--- src/rtl/reg_scoreboard.sv ---
// reg_scoreboard
//
// Tracks the destination registers of in-flight multi-cycle operations and
// raises a decode-stage stall when an issuing instruction reads or
// overwrites a register that is still pending.
//
// Each register has a busy bit and a latency countdown. An accepted
// instruction marks its destination busy with a count of issue_lat_i.
// A non-zero count releases the register on its own. A zero count means
// the latency is unknown, and the register stays busy until a matching
// writeback arrives.
//
// Ports
//   clk_i            system clock, all state updates on the rising edge
//   rst_i            synchronous, active-high reset
//   issue_valid_i    decode presents an instruction this cycle
//   issue_regwrite_i the instruction writes issue_rd_i
//   issue_rd_i       destination register index
//   issue_lat_i      cycles until the result is forwardable (0 = unknown)
//   ra_i/rb_i/rc_i   source register indices
//   use_a_i/_b_i/_c_i  the corresponding source is actually read
//   flush_i          branch-taken flush; kills the instruction in decode
//   wb_valid_i       writeback of an unknown-latency result
//   wb_rd_i          register being written back
//   stall_o          hold fetch/decode, insert a bubble into EX
//   busy_mask_o      registered per-register busy bits
//   pending_count_o  number of busy registers
//
// Issue handshake: issue_valid_i is the valid and ~stall_o is the ready.
// An instruction is taken on the rising edge where issue_valid_i is high,
// stall_o is low and flush_i is low. While stall_o is high, decode
// re-presents the same instruction with identical fields; the scoreboard
// keeps no copy of it. flush_i discards the instruction without taking it.

module reg_scoreboard #(
    parameter int NREGS = 16,
    parameter int AW    = 4,
    parameter int CW    = 4
) (
    input  logic             clk_i,
    input  logic             rst_i,
    input  logic             issue_valid_i,
    input  logic             issue_regwrite_i,
    input  logic [AW-1:0]    issue_rd_i,
    input  logic [CW-1:0]    issue_lat_i,
    input  logic [AW-1:0]    ra_i,
    input  logic [AW-1:0]    rb_i,
    input  logic [AW-1:0]    rc_i,
    input  logic             use_a_i,
    input  logic             use_b_i,
    input  logic             use_c_i,
    input  logic             flush_i,
    input  logic             wb_valid_i,
    input  logic [AW-1:0]    wb_rd_i,
    output logic             stall_o,
    output logic [NREGS-1:0] busy_mask_o,
    output logic [AW:0]      pending_count_o
);

    logic [NREGS-1:0] busy_q, busy_d;
    logic [CW-1:0]    cnt_q [NREGS];
    logic [CW-1:0]    cnt_d [NREGS];

    logic hazard;
    logic accept;

    // Hazard detection looks only at registered busy bits. A writeback or
    // an expiring count in this same cycle does not unblock the instruction
    // until the next cycle.
    always_comb begin
        hazard = (use_a_i & busy_q[ra_i])
               | (use_b_i & busy_q[rb_i])
               | (use_c_i & busy_q[rc_i])
               | (issue_regwrite_i & busy_q[issue_rd_i]);
        stall_o = ~rst_i & issue_valid_i & ~flush_i & hazard;
        accept  = issue_valid_i & issue_regwrite_i & ~stall_o & ~flush_i;
    end

    // Per-register next state. Priority: accept > writeback > countdown.
    // A writeback to a register that is not busy is ignored.
    always_comb begin
        busy_d = busy_q;
        for (int i = 0; i < NREGS; i++) begin
            cnt_d[i] = cnt_q[i];
            if (accept && (issue_rd_i == AW'(i))) begin
                busy_d[i] = 1'b1;
                cnt_d[i]  = issue_lat_i;
            end else if (wb_valid_i && (wb_rd_i == AW'(i)) && busy_q[i]) begin
                busy_d[i] = 1'b0;
                cnt_d[i]  = '0;
            end else if (busy_q[i] && (cnt_q[i] != '0)) begin
                if (cnt_q[i] == CW'(1)) begin
                    busy_d[i] = 1'b0;
                    cnt_d[i]  = '0;
                end else begin
                    cnt_d[i] = cnt_q[i] - CW'(1);
                end
            end
        end
    end

    // Reset clears every entry and overrides any accept or writeback
    // presented on the same edge.
    always_ff @(posedge clk_i) begin
        if (rst_i) begin
            busy_q <= '0;
            for (int i = 0; i < NREGS; i++) begin
                cnt_q[i] <= '0;
            end
        end else begin
            busy_q <= busy_d;
            for (int i = 0; i < NREGS; i++) begin
                cnt_q[i] <= cnt_d[i];
            end
        end
    end

    always_comb begin
        pending_count_o = '0;
        for (int i = 0; i < NREGS; i++) begin
            pending_count_o = pending_count_o + {{AW{1'b0}}, busy_q[i]};
        end
    end

    assign busy_mask_o = busy_q;

endmodule

--- config.mk ---
export PLATFORM = sky130hd
export DESIGN_NAME = reg_scoreboard
export DESIGN_NICKNAME = d
export VERILOG_FILES = /design/src/rtl/reg_scoreboard.sv
export SDC_FILE = /design/constraint.sdc
export NUM_CORES = 1
export LEC_CHECK = 0
export ABC_AREA = 0
export CAP_MARGIN = 10
export CORE_ASPECT_RATIO = 0.8
export CORE_MARGIN = 2
export CORE_UTILIZATION = 53
export CTS_CLUSTER_SIZE = 30
export DETAILED_ROUTE_END_ITERATION = 7
export PLACE_DENSITY = 0.77
export SYNTH_ARGS = -nofsm -noshare
export SYNTH_HDL_FRONTEND = slang
export SYNTH_SLANG_ARGS = --single-unit
--- constraint.sdc ---
create_clock -name clk_i -period 4.45 [get_ports clk_i]
set_clock_uncertainty 0.05 [all_clocks]
set_input_delay 1.335 -clock clk_i [delete_from_list [all_inputs] [get_ports clk_i]]
set_output_delay 1.335 -clock clk_i [all_outputs]
set_load 0.01 [all_outputs]
==> results.md, run 1 <==
- Die ar.: 12600 um2
- R2r worst-path depth: 10
- Hold Crit Start: cnt_q[1][21]$_SDFFE_PP0P_
- Share of layout cells above drive strength 1: 0.147
- Drt total wl: 20.0 mm
- Register area share after synthesis: 0.258
- Fin crit share: 1.13
- Final-layout fill cell count: 997
- FP Rows: 35
- Diode count: 0
- CP required: 3.06 ns
- Leak Pwr: 2.81 nW
- Number of remaining DRC errors: 0
- Initial antenna violation count: 0
- Die Ht: 101 um
- GR Util All Layers: 0.316
- Clk Latency, worst-skew pair: 0.35 ns
- Post-route setup TNS: -2.17 ns
- GPL Wtd Cong: 1.00
- PnR Total Power: 1.65 mW
- Critical Path Sink Type: output port
- Yosys Warn Count: 0
- Avg Cell Area, Syn: 7.74 um2
- Vias in the first global route: 6256
- Cells after DPL: 1026
- FFs w/ async S/R, synth: 0
- Hold depth: 2
- Ports: 55
- CP Launch Point: busy_mask_o[0]$_SDFFE_PP0P_
- Worst Max-Slew Pin Slew: 0.692 ns
- Final hold violation count: 0
- Fin nets: 985
- Top post-synthesis cells by area: dfxtp_1 26%, ha_1 10%, nand2_1 5.1%
- Iter 0 DRT Violations: 729
- Commonest cells in the netlist: 84 x nand2_1, 80 x dfxtp_1, 80 x nor2_1
- Clk sinks: 80
- Synth-to-Final Area Change: 21.3%
- Peak per-stage delay on the critical path: 0.55 ns
- Final HPWL DP: 14.8 mm
- CTS HTree Levels: 3
- Post-synth EDFFs: 0
- Post-DR vias/cell: 6.43
- Post-Syn Instances: 801
- TritonCTS clock tree: done
- CP most frequent cell: fa_1
- Final min period: 5.03 ns
- DRT antenna net count: 0
- Starting Density: 0.540
- Status: complete, but fails checks
- Max Clock Freq: 199 MHz
- Mapped cell area: 6200 um2
- Max Slew Vio Count: 0
- Die X: 125 um
- Hold WC Path Type: reg2reg
- Slew Limit Headroom: 0.538
- First-pass DRT Iterations: 6
- CP max stage cell: fa_1
- Yosys cell types: 58
- # hold bufs at CTS: 0
- First-pass GRT wire length: 31.6 mm
- Core Area: 11500 um2
- Synth Net Count: 896
- CTS buffer count: 9
- R2R setup slack: 1.35 ns
- Clk buf depth: 2
- Most used DFF post-synth: dfxtp_1
- Power per Cell Area: 220 nW/um2
- Vias: 6710
- Clk pin slew, worst setup/hold paths: 0.06 ns
- CP startpoint kind: flip-flop
- Yosys reg bits: 80
- Worst Path Class, Setup: reg2out
- Arr. time, crit path: 3.65 ns
- I/O Buffers: 54
- Routed length per instance: 19.2 um
- Worst Slack Setup Final: -0.583 ns
- Reg-to-Reg End: cnt_q[0][28]$_SDFFE_PP0P_
- Count leader, synth: nand2_1
- Largest area contributor in the netlist: dfxtp_1
- Pin count of the biggest net entering global routing: 43
- Failing checks: setup timing
- Worst-path fanout max: 2
- CTS root buf: clkbuf_16
- Final non-filler cell total: 1043
- Origin of the critical flop-to-flop path: busy_mask_o[5]$_SDFFE_PP0P_
- Yosys top cell area share: 0.258
- Final setup vio count: 5
- Worst path cell trace: inv_2 -> fa_1 -> fa_1 -> fa_2 -> fa_1 -> inv_2 -> ha_4 -> fa_2 -> a21oi_2 -> nor2b_2 -> buf_2
- RSZ-0062 raised after global routing: true
- WHS Endpoint: cnt_q[1][21]$_SDFFE_PP0P_
- GR Overflow Total: 0
- Max_cap viols: 0
- Maximum VDD drop: 170 uV
logic make-up after synthesis:
kind of cell	count (synthesis)	synth area share
AOI/OAI and AO/OA	211	0.209
xor gates and xnor gates	2	0.00283
adders and majority gates	62	0.137
buffers and inverters	103	0.0688
DFF	80	0.258
muxes	29	0.0716
and+or+nand+nor	314	0.252
registers in the layout, indices dropped and copies added, names as in the netlist:
| register | flops |
|---|---|
| cnt_q | 64 |
| busy_mask_o | 16 |
worst max path at each step:
| stage | cells past startpoint | slack (ns) | endpoint |
|---|---|---|---|
| 2_1_floorplan | 11 | -0.18 | pending_count_o[4] |
| 3_3_place_gp | 8 | -0.68 | stall_o |
| 3_5_place_dp | 8 | -0.72 | stall_o |
| 4_1_cts | 11 | -0.60 | pending_count_o[4] |
| 5_1_grt | 11 | -0.67 | pending_count_o[4] |
| 6_report | 11 | -0.58 | pending_count_o[4] |
layout make-up:
cell class	count	area, um2	share of cell area
Tap cell	148	185	0.0246
Multi-Input combinational cell	618	4230	0.562
Clock inverter	4	45.0	0.00599
Timing Repair Buffer	115	965	0.128
Sequential cell	80	1610	0.214
Inverter	66	250	0.0333
Clock buffer	12	236	0.0314
layer usage:
| metal | vias to the layer above | global-route usage | wire [um] |
|---|---|---|---|
| met3 | 70 | 0.0679 | 2230 |
| met1 | 3134 | 0.407 | 8050 |
| met2 | 413 | 0.526 | 9110 |
| met4 | 0 | 0.123 | 602 |
| li1 | 3093 | - | - |
| met5 | - | 0 | 0 |
critical path: cells and delay by family, from the launching register on:
kind,cells,cell delay [ns]
fa+ha+maj,6,2.53
compound gates,1,0.16
flops,1,0.33
buf+inv,3,0.23
simple gates,1,0.05
power by group:
group | total [mW] | switching [mW] | internal, mW
Combinational | 0.196 | 0.119 | 0.0774
Clock | 0.735 | 0.303 | 0.433
Sequential | 0.723 | 0.00325 | 0.719
Total | 1.65 | 0.425 | 1.23
per-stage QoR:
| step | utilization | hold slack [ns] | instance area [um2] | setup slack (ns) |
|---|---|---|---|---|
| global placement | 0.631 | 0.482 | 7240 | -0.677 |
| finish | 0.656 | 0.494 | 7520 | -0.583 |
| floorplan | - | 0.446 | 6280 | -0.180 |
| CTS | 0.655 | 0.494 | 7520 | -0.603 |
| detailed placement | 0.631 | 0.483 | 7240 | -0.719 |
| global route | 0.656 | 0.526 | 7520 | -0.673 |
placed cells by master, fill, tap and decap left out, types with 6 or more instances in the layout:
master,synthesis,layout
or3_1,13,13
or4_1,12,12
nor4_1,10,10
o21ai_1,10,10
clkdlybuf4s50_1,0,38
nor3_1,44,44
inv_1,66,58
a31oi_1,11,11
nand4_1,14,14
a21oi_1,51,49
nor2b_1,7,6
nor2_1,80,80
inv_2,0,7
buf_4,0,62
fa_1,10,8
mux4_2,11,11
nand3b_1,10,10
ha_1,52,51
dfxtp_1,80,72
mux2i_1,17,17
nand2_1,84,84
o21ai_0,57,57
o41ai_1,7,7
dfxtp_2,0,8
nand3_1,7,7
clkbuf_16,0,9
o22ai_1,40,40
what timing repair did:
item,4_1_cts,5_1_grt
resized for setup,53,4
pin swaps,9,3
hold endpoints to repair,0,0
setup endpoints to repair,6,6
buffers inserted,0,1
Note: power is estimated with default switching activity, not from simulation.
==> run 2: changes to the inputs <==
--- a/config.mk
+++ b/config.mk
@@ -16,3 +16,4 @@
 export SYNTH_ARGS = -nofsm -noshare
 export SYNTH_HDL_FRONTEND = slang
 export SYNTH_SLANG_ARGS = --single-unit
+export TNS_END_PERCENT = 1
==> results.md, run 2 (synthesis results as in run 1) <==
- Status: complete, but fails checks
- Failing checks: setup timing
- CP endpoint: pending_count_o[4]
- Final-layout fill cell count: 951
- Combinational share of power: 0.117
- Reg-to-Reg End: cnt_q[0][22]$_SDFFE_PP0P_
- NetSw: 0.421 mW
- Iter 0 DRT Violations: 578
- GR Overflow Total: 0
- Worst Path Class, Setup: reg2out
- Clk pin slew, worst setup/hold paths: 0.06 ns
- Die Ht: 101 um
- Cells after DPL: 1027
- TritonCTS clock tree: done
- Starting Density: 0.540
- Core Area: 11500 um2
- Final non-filler cell total: 1043
- Worst-path fanout max: 2
- CTS HTree Levels: 3
- Setup Buffers After CTS: 0
- Power per Cell Area: 223 nW/um2
- Clock power share: 0.455
- Sw frac: 0.250
- # hold bufs at CTS: 0
- Critical Path Sink Type: output port
- Ports: 55
- Die ar.: 12600 um2
- Cell Area, Placed: 7240 um2
- GR Util All Layers: 0.316
- Vias: 6637
- Share of layout cells above drive strength 1: 0.142
- Register area: 1610 um2
- I/O Buffers: 54
- CTS root buf: clkbuf_16
- First-pass GRT wire length: 31.5 mm
- GPL Wtd Cong: 0.961
- R2R setup slack: 1.29 ns
- Leak Pwr: 2.87 nW
- DP Worst Slack: -0.806 ns
- Final core occ: 0.658
- Final min period: 5.05 ns
- Final Cell Area: 7550 um2
- Final setup vio count: 6
- Initial antenna violation count: 0
- Fin nets: 985
- Multi-input logic area: 4210 um2
- CP required: 3.06 ns
- Post-DR vias/cell: 6.36
- FP Rows: 35
- PnR Total Power: 1.68 mW
- Final HPWL DP: 14.9 mm
- Arr. time, crit path: 3.66 ns
- Pin count of the biggest net entering global routing: 38
- Max Clock Freq: 198 MHz
- Hold WC Path Type: reg2reg
- Hold Crit Start: cnt_q[0][17]$_SDFFE_PP0P_
- Diode count: 0
- Clk buf depth: 2
- Flop pwr share: 0.429
- Clk sinks: 80
- Max reg flops: 64
- R2r worst-path depth: 10
- Origin of the critical flop-to-flop path: busy_mask_o[3]$_SDFFE_PP0P_
- Post-route setup TNS: -2.38 ns
- Synth-to-Final Area Change: 21.8%
- Fin crit share: 1.13
- Worst Slack Setup Final: -0.600 ns
- Max Slew Vio Count: 0
- DRT antenna net count: 0
- Vias in the first global route: 6325
- CTS buffer count: 9
- First-pass DRT Iterations: 6
- Most common cell after layout, fill and taps aside: nand2_1
- Number of remaining DRC errors: 0
- Routed length per instance: 19.0 um
- Final hold violation count: 0
- CP Launch Point: busy_mask_o[13]$_SDFFE_PP0P_
- Drt total wl: 19.8 mm
- Clk Latency, worst-skew pair: 0.35 ns
- Worst Max-Slew Pin Slew: 0.694 ns
- Maximum VDD drop: 170 uV
- CP startpoint kind: flip-flop
- Max_cap viols: 0
- Int Power: 1.26 mW
- Slew Limit Headroom: 0.536
- Die X: 125 um
- Commonest non-fill, non-tap cells in the layout: 84 x nand2_1, 80 x nor2_1, 71 x dfxtp_1, 62 x inv_1, 61 x buf_4
- RSZ-0062 raised after global routing: true
- Final hold slack: 0.510 ns
- Largest Register: cnt_q
## run 2: cell count changes in the layout (fill, tap and decap cells not counted), sizes merged
cell and delta:
dlymetal6s2s +5, buf -3, clkdlybuf4s15 -3, clkdlybuf4s50 +2, clkinv -2, dlygate4sd2 -2, clkbuf +1, clkinvlp +1
inv +1
## run 2: layer usage
layer	part of all wire	GRT usage
met5	0	0
met4	0.038	0.138
met3	0.12	0.0844
met2	0.45	0.514
met1	0.40	0.400
## run 2: repair_timing
item	in CTS	in global routing
gates resized for setup	28	14
pin swaps	7	4
cloned	0	0
setup endpoints to repair	6	6
hold endpoints to repair	0	0
## run 2: worst min-delay path by stage
stage                                endpoint  slack [ns]  depth (start not counted)
floorplan           cnt_q[1][21]$_SDFFE_PP0P_        0.45                          2
global placement    cnt_q[1][29]$_SDFFE_PP0P_        0.48                          2
detailed placement  cnt_q[0][21]$_SDFFE_PP0P_        0.50                          2
CTS                 cnt_q[1][29]$_SDFFE_PP0P_        0.51                          2
global route        cnt_q[1][21]$_SDFFE_PP0P_        0.54                          2
finish              cnt_q[0][17]$_SDFFE_PP0P_        0.51                          2
## run 2: layout make-up
class | instances | area share
timing repair buffer | 115 | 0.131
clock buffer | 12 | 0.0340
multi-input combinational | 618 | 0.558
inverter | 66 | 0.0328
clock inverter | 4 | 0.00679
sequential | 80 | 0.214
tap | 148 | 0.0245
## run 2: power by group through the flow
stage | clock, mW | combinational [mW] | sequential, mW
after floorplan | 0 | 0.0906 | 0.738
after global placement | 0 | 0.183 | 0.738
after detailed placement | 0 | 0.188 | 0.738
after CTS | 0.773 | 0.190 | 0.722
after global routing | 0.805 | 0.207 | 0.722
final | 0.766 | 0.196 | 0.722
## run 2: worst max-delay path, cell delays in order (launching register included)
cell and delay [ns]:
dfxtp_2 0.32, inv_1 0.06, fa_1 0.50, fa_1 0.56, fa_2 0.45, fa_1 0.51, inv_2 0.05, ha_4 0.16
fa_2 0.37, a21oi_2 0.14, nor2b_2 0.06, buf_2 0.14
==> run 3: changes to the inputs <==
--- a/config.mk
+++ b/config.mk
@@ -16,4 +16,4 @@
 export SYNTH_ARGS = -nofsm -noshare
 export SYNTH_HDL_FRONTEND = slang
 export SYNTH_SLANG_ARGS = --single-unit
-export TNS_END_PERCENT = 1
+export TNS_END_PERCENT = 10
==> results of run 3 <==
Final layout, timing and power as in run 2 (identical DEF).
